===== config.mk =====
export PLATFORM = sky130hd
export DESIGN_NAME = writeback_stage
export DESIGN_NICKNAME = d
export VERILOG_FILES = /design/src/rtl/writeback_stage.sv
export SDC_FILE = /design/constraint.sdc
export NUM_CORES = 1
export LEC_CHECK = 0
export ABC_CLOCK_PERIOD_IN_PS = 2300
export CAP_MARGIN = 20
export CELL_PAD_IN_SITES_DETAIL_PLACEMENT = 2
export CELL_PAD_IN_SITES_GLOBAL_PLACEMENT = 2
export CORE_MARGIN = 5
export CORE_UTILIZATION = 24
export CTS_CLUSTER_SIZE = 14
export DETAILED_ROUTE_END_ITERATION = 10
export GPL_ROUTABILITY_DRIVEN = 0
export GPL_TIMING_DRIVEN = 0
export PLACE_DENSITY = 0.88
export SYNTH_ARGS = -nofsm -noshare
export SYNTH_HDL_FRONTEND = slang
export SYNTH_SLANG_ARGS = --single-unit

===== constraint.sdc =====
create_clock -name clk -period 2.3 [get_ports clk]
set_clock_uncertainty 0.2 [all_clocks]
set_input_delay 0.345 -clock clk [delete_from_list [all_inputs] [get_ports clk]]
set_output_delay 0.345 -clock clk [all_outputs]
set_load 0.01 [all_outputs]

===== src/rtl/writeback_stage.sv =====
// Writeback stage of the pipelined MIPS core: M/W pipeline register, result
// select and register-file write controls, plus the fetch program counter.
module writeback_stage (
    input  logic        clk,
    input  logic        rst,
    input  logic        jumpM,
    input  logic        RegWriteM,
    input  logic [1:0]  MemtoRegM,
    input  logic [4:0]  WriteRegM,
    input  logic [31:0] ReadDataM,
    input  logic [31:0] ALUMultOutM,
    input  logic [31:0] PCPlus8M,
    input  logic        PCSrcD,
    input  logic        jumpD,
    input  logic [27:0] jumpDstD,
    input  logic [31:0] PCPlus4F,
    input  logic [31:0] PCBranchD,
    output logic        RegWriteW,
    output logic [4:0]  WriteRegW,
    output logic [31:0] ResultW,
    output logic [31:0] PC
);

    localparam logic [4:0] linkReg = 5'd31;

    logic        regWriteReg;
    logic [1:0]  memtoRegReg;
    logic [4:0]  writeRegReg;
    logic [31:0] readDataReg;
    logic [31:0] aluMultOutReg;
    logic [31:0] pcPlus8Reg;
    logic        jumpReg;
    logic [31:0] pcReg;
    logic [31:0] pcNext;

    // M/W register loads unconditionally; there is no stall or flush path.
    always_ff @(posedge clk or negedge rst) begin
        if (!rst) begin
            regWriteReg   <= 1'b0;
            memtoRegReg   <= 2'b00;
            writeRegReg   <= 5'd0;
            readDataReg   <= 32'd0;
            aluMultOutReg <= 32'd0;
            pcPlus8Reg    <= 32'd0;
            jumpReg       <= 1'b0;
        end else begin
            regWriteReg   <= RegWriteM;
            memtoRegReg   <= MemtoRegM;
            writeRegReg   <= WriteRegM;
            readDataReg   <= ReadDataM;
            aluMultOutReg <= ALUMultOutM;
            pcPlus8Reg    <= PCPlus8M;
            jumpReg       <= jumpM;
        end
    end

    always_comb begin
        ResultW = aluMultOutReg;
        unique case (memtoRegReg)
            2'b01:   ResultW = readDataReg;
            2'b10:   ResultW = pcPlus8Reg;
            default: ResultW = aluMultOutReg;
        endcase
    end

    assign RegWriteW = regWriteReg;
    // jal links into $ra regardless of the encoded destination field.
    assign WriteRegW = (jumpReg && regWriteReg) ? linkReg : writeRegReg;

    // Jump outranks branch when decode raises both.
    always_comb begin
        pcNext = PCPlus4F;
        if (jumpD)
            pcNext = {PCPlus4F[31:28], jumpDstD};
        else if (PCSrcD)
            pcNext = PCBranchD;
    end

    always_ff @(posedge clk or negedge rst) begin
        if (!rst)
            pcReg <= 32'd0;
        else
            pcReg <= pcNext;
    end

    assign PC = pcReg;

endmodule


==> impl_metrics.env, run 1 <==
export IMPL_drc_errors=0
export IMPL_cts_tree="done"
export IMPL_synthToLayoutAreaGrowth_pct=86.3
export IMPL_violations="negative setup slack"
export IMPL_clockRootBuffer="clkbuf_16"
export IMPL_cts_made_buffers=17
export IMPL_ys_warn_count=0
export IMPL_core_area_sq_mm=0.0195
export IMPL_io_buffers=270
export IMPL_grt_setup_unrepaired="yes"
export IMPL_path_clk_slew_ps=60
export IMPL_cts_sinks=137
export IMPL_antenna_found_initial=0
export IMPL_hp_start="ReadDataM[5]"
export IMPL_die_h_microns=150
export IMPL_worstPathMaxFanout=10
export IMPL_synth_simple_area_share_pct=5.68
export IMPL_ys_seq_area_share_pct=72.4
export IMPL_vias=4026
export IMPL_top_layer_used="met4"
export IMPL_holdPathStages=1
export IMPL_start_util_pct=24.3
export IMPL_synthTopCellsByArea="dfrtp_1 (72%), mux2i_1 (5.9%), a22oi_1 (5.1%)"
export IMPL_syn_inst=354
export IMPL_syn_mean_instance_area_sq_um=13.4
export IMPL_final_common_cell="clkdlybuf4s50_1"
export IMPL_drtAntennaViolNets=0
export IMPL_end_kind="output pin"
export IMPL_synthesis_nets=557
export IMPL_grt_first_pass_wirelength_mm=29.2
export IMPL_holdPathEnd="readDataReg[5]$_DFF_PN0_"
export IMPL_drive_gt1_share_pct=24.8
export IMPL_fillers=1904
export IMPL_yosysTopAreaCellShare_pct=72.4
export IMPL_startpoint="memtoRegReg[1]$_DFF_PN0_"
export IMPL_hold_class="input port to flip-flop"
export IMPL_synth_area_sq_mm=0.00474
export IMPL_path_class="flip-flop to output pin"
export IMPL_grt_max_degree=76
export IMPL_vias_per_cell=4.34
export IMPL_ys_types=15
export IMPL_period_share_pct=101
export IMPL_maxCapViolCount=0
export IMPL_grt_pass1_vias=5027
export IMPL_layout_cells_non_filler=927
export IMPL_die_area_sq_mm=0.0226
export IMPL_htree_levels=4
export IMPL_start_kind="flip-flop"
export IMPL_finalSetupViolCount=3
export IMPL_synth_fa_ha_area_share_pct=0.528
export IMPL_dp_hpwl_mm=15.0
export IMPL_final_nets=855
export IMPL_antenna_cells=0
export IMPL_synth_top_family_by_area="compound AO/OA/AOI/OAI gates"
export IMPL_finalPower_w=0.00646
export IMPL_synth_xor_area_share_pct=0
export IMPL_worst_ep_arrival_time_ps=1780
export IMPL_ys_ff_latch=137
export IMPL_synth_top_cell_by_area="dfrtp_1"
export IMPL_grt_use_total_pct=17.5
export IMPL_rows=51
export IMPL_fin_area_sq_mm=0.00882
export IMPL_min_period_ps=2320
export IMPL_totalWireLength_mm=20.2
export IMPL_initialDrtViolationCount=57
export IMPL_firstDrtPassIters=4
export IMPL_ir_worst_vdd_mv=0.325
export IMPL_finalSetupTns_ps=-36.5
export IMPL_status="finished, violations left"
export IMPL_wl_per_cell_microns=21.8
export IMPL_ctsLongestPathBuffers=2
export IMPL_tightest_slew_ps=625
export IMPL_powerDensity_mw_per_mm2=732
export IMPL_drv_slew=0
export IMPL_dpl_cell_count=890
export IMPL_finalHoldViolations=0
export IMPL_wl_met3_mm=2.38
export IMPL_setup_ws_ps=-22.4
export IMPL_mostFrequentLayoutCells="clkdlybuf4s50_1 (237), dfrtp_1 (137), nand2_1 (43), buf_2 (34), mux2i_1 (28)"
export IMPL_synth_mux_area_share_pct=6.87
export IMPL_timing_fmax_mhz=431
export IMPL_ios=271
export IMPL_die_x_microns=150
export IMPL_synth_compound_area_share_pct=11.4
export IMPL_drt_met1_wl_mm=6.64
export IMPL_maxSlewHeadroom_pct=58.3
export IMPL_p_leak_nw=3.74
export IMPL_placed_area_sq_mm=0.00780
export IMPL_grt_ovfl_total=0
export IMPL_critPathRequiredTime_ps=1750
export IMPL_wl_met2_mm=10.9
[metrics by stage]
stage	util [%]	worst slack (ps)	hold slack [ps]
6_report	45.3	-22.4	167
3_3_place_gp	39.9	-4450	592
5_1_grt	45.3	-131	142
2_1_floorplan	-	503	-151
3_5_place_dp	40.1	-624	176
4_1_cts	43.7	-59.1	147
[critical path, stage by stage (launching register included)]
cell,delay (ps)
dfrtp_1,410
inv_1,110
ha_4,190
buf_6,190
a22oi_2,100
o21ai_0,180
buf_2,170
[layer usage]
| layer | vias to the layer above | GRT usage (%) |
|---|---|---|
| li1 | 1814 | - |
| met1 | 1992 | 16.8 |
| met2 | 197 | 32.1 |
| met3 | 23 | 9.27 |
| met4 | 0 | 5.44 |
| met5 | - | 0 |
[area by class of cell]
type	count	area (sq um)	area share [%]
buffer	22	290	3.29
clock buffer	22	484	5.49
clock inverter	7	93.8	1.06
inverter	2	7.51	0.0851
multi-input combinational	193	1460	16.6
sequential	137	3430	38.9
tap	265	332	3.76
timing repair buffer	279	2730	30.9
[sequential cells by signal, summed over array words and instances (netlist names)]
register,count
pcPlus8Reg,32
writeRegReg,5
jumpReg,1
readDataReg,32
PC,32
memtoRegReg,2
aluMultOutReg,32
RegWriteW,1
[timing repair]
| action | in CTS | in global routing |
|---|---|---|
| setup endpoints to repair | 32 | 32 |
| gates resized for setup | 220 | 77 |
| buffers inserted | 2 | 0 |
| gates cloned | 1 | 4 |
| pin swaps | 0 | 2 |
| hold buffers | 1 | 0 |
| hold endpoints to repair | 62 | 0 |
[logic make-up (layout without fill, tap and decap cells)]
group	count (synthesis)	in the layout
buffers and inverters	24	332
muxes	32	32
adders and majority gates	2	2
DFF	137	137
and+or+nand+nor	67	67
AOI/OAI and AO/OA	92	92
[worst max path at each step]
stage,end,slack [ps],cells after the start
after CTS,ResultW[2],-60,7
after global routing,ResultW[22],-130,6
after floorplan,ResultW[10],500,5
after global placement,PC[20]$_DFF_PN0_,-4450,1
after detailed placement,ResultW[10],-620,7
final,ResultW[22],-20,6
[Yosys cell counts]
master,instances
mux2_2,4
nand2b_1,5
mux2i_1,28
buf_12,2
ha_1,2
o21ai_1,20
buf_2,14
nor2b_2,1
inv_1,2
nand2_1,61
o21ai_0,40
buf_6,1
dfrtp_1,137
clkbuf_1,5
a22oi_1,32
[where the power goes]
group	internal [W]	total, W	switching [W]	leakage (nW)
combinational	0.000671	0.00116	0.000485	1.86
clock	0.00169	0.00270	0.00100	0.280
sequential	0.00255	0.00261	0.0000597	1.61
(Power assumes the default switching activity.)
==> inputs of run 2 (changes only) <==
--- a/config.mk
+++ b/config.mk
@@ -18,2 +18,3 @@
 export PLACE_DENSITY = 0.88
+export SETUP_SLACK_MARGIN = 0.1
 export SYNTH_ARGS = -nofsm -noshare
--- a/constraint.sdc
+++ b/constraint.sdc
@@ -4,2 +4,2 @@
 set_output_delay 0.345 -clock clk [all_outputs]
-set_load 0.01 [all_outputs]
+set_load 0.005 [all_outputs]
==> impl_metrics.env, run 2 (synthesized netlist as in run 1, its figures left out) <==
export IMPL_status="complete, no violations"
export IMPL_crit_slowest_cell="dfrtp_1"
export IMPL_tightest_slew_ps=622
export IMPL_maxSlewHeadroom_pct=58.6
export IMPL_grt_ovfl_total=0
export IMPL_vias_per_cell=4.39
export IMPL_io_buffers=270
export IMPL_setup_ws_ps=12.2
export IMPL_final_nets=859
export IMPL_wl_per_cell_microns=22.6
export IMPL_finalHoldViolations=0
export IMPL_path_class="flip-flop to output pin"
export IMPL_holdPathStages=1
export IMPL_synthToLayoutAreaGrowth_pct=90.2
export IMPL_min_period_ps=2290
export IMPL_htree_levels=4
export IMPL_grt_first_pass_wirelength_mm=30.8
export IMPL_clockRootBuffer="clkbuf_16"
export IMPL_worstPathMaxFanout=6
export IMPL_timing_fmax_mhz=437
export IMPL_p_leak_nw=3.86
export IMPL_initialDrtViolationCount=60
export IMPL_maxCapViolCount=0
export IMPL_powerDensity_mw_per_mm2=723
export IMPL_start_kind="flip-flop"
export IMPL_antenna_found_initial=0
export IMPL_hp_start="ReadDataM[5]"
export IMPL_grt_pass1_vias=5160
export IMPL_grt_use_total_pct=18.6
export IMPL_ir_worst_vdd_mv=0.333
export IMPL_finalSetupViolCount=0
export IMPL_hold_class="input port to flip-flop"
export IMPL_pre_cts_slack_ps=-591
export IMPL_cts_made_buffers=17
export IMPL_core_area_sq_mm=0.0195
export IMPL_firstDrtPassIters=4
export IMPL_start_util_pct=24.3
export IMPL_drc_errors=0
export IMPL_die_x_microns=150
export IMPL_vias=4091
export IMPL_die_h_microns=150
export IMPL_critPathMaxStageDelay_ps=380
export IMPL_grt_setup_unrepaired="yes"
export IMPL_fillers=1884
export IMPL_crit_end="ResultW[14]"
export IMPL_drv_slew=0
export IMPL_finalSetupTns_ps=0
export IMPL_die_area_sq_mm=0.0226
export IMPL_cts_tree="done"
export IMPL_totalWireLength_mm=21.0
export IMPL_ctsLongestPathBuffers=2
export IMPL_startpoint="memtoRegReg[0]$_DFF_PN0_"
export IMPL_antenna_cells=0
export IMPL_path_clk_slew_ps=60
export IMPL_critPathRequiredTime_ps=1750
export IMPL_worst_ep_arrival_time_ps=1740
export IMPL_period_share_pct=99.5
export IMPL_final_common_cell="clkdlybuf4s50_1"
export IMPL_drtAntennaViolNets=0
export IMPL_cts_sinks=137
export IMPL_end_kind="output pin"
export IMPL_mostFrequentLayoutCells="clkdlybuf4s50_1 (237), dfrtp_1 (137), buf_2 (35), nand2_1 (32)"
export IMPL_rows=51
export IMPL_dp_hpwl_mm=15.0
export IMPL_worstPathCellList="inv_2 > ha_4 > buf_12 > clkbuf_16 > o21ai_2 > buf_2"
export IMPL_drive_gt1_share_pct=27.0
export IMPL_grt_max_degree=76
export IMPL_ios=271
-- run 2: per-layer routing --
metal / global-route usage [%] / up-vias / wire length [microns]
met5: 0 / - / 0
met1: 18.1 / 2028 / 7000
li1: - / 1826 / -
met4: 6.18 / 0 / 363
met2: 34.2 / 208 / 11300
met3: 9.18 / 29 / 2330
-- run 2: final cells by class --
class / count / area, sq um / share of cell area [%]
repair buffers: 283 / 2790 / 31.0
clock inverters: 7 / 93.8 / 1.04
multi-input cells: 193 / 1570 / 17.4
plain buffers: 22 / 308 / 3.42
well taps: 265 / 332 / 3.68
flip-flops and latches: 137 / 3430 / 38.1
clock buffers: 22 / 484 / 5.37
inverters: 2 / 7.51 / 0.0833
-- run 2: timing repair --
| action | in CTS | in global routing |
|---|---|---|
| resized for setup | 274 | 43 |
| pin swaps | 13 | 8 |
| hold buffers | 1 | 0 |
| setup buffers | 4 | 0 |
| cloned | 7 | 1 |
| endpoints found under the setup margin | 32 | 32 |
| endpoints found under the hold margin | 62 | 0 |
-- run 2: worst min-delay path by stage --
| stage | end | slack (ps) |
|---|---|---|
| after detailed placement | aluMultOutReg[28]$_DFF_PN0_ | 180 |
| after CTS | pcPlus8Reg[23]$_DFF_PN0_ | 150 |
| after global routing | readDataReg[5]$_DFF_PN0_ | 140 |
| after global placement | aluMultOutReg[31]$_DFF_PN0_ | 590 |
| final | readDataReg[5]$_DFF_PN0_ | 170 |
| after floorplan | PC[0]$_DFF_PN0_ | -150 |
-- run 2: worst max-delay path: cells and delay by family (launching register included) --
family                     cells  cell delay [ps]
AOI/OAI and AO/OA              1              160
adders and majority gates      1              280
buffers and inverters          4              520
DFF                            1              380
-- run 2: power by group --
group | internal [W] | leakage, nW | switching (W)
clock | 0.00169 | 0.280 | 0.00102
combinational | 0.000706 | 1.97 | 0.000470
sequential | 0.00255 | 1.61 | 0.0000679
total | 0.00495 | 3.86 | 0.00156
-- run 2: per-stage QoR --
stage               util, %  hold slack, ps  instances  total power (W)  cell area (sq um)
finish                 46.3             167        931          0.00651               9010
global route           46.3             141        931          0.00680               9010
CTS                    45.5             147        931          0.00655               8860
detailed placement     40.1             176        890          0.00363               7800
global placement       39.9             592        889          0.00357               7770
floorplan                 -            -151        354          0.00285               4740
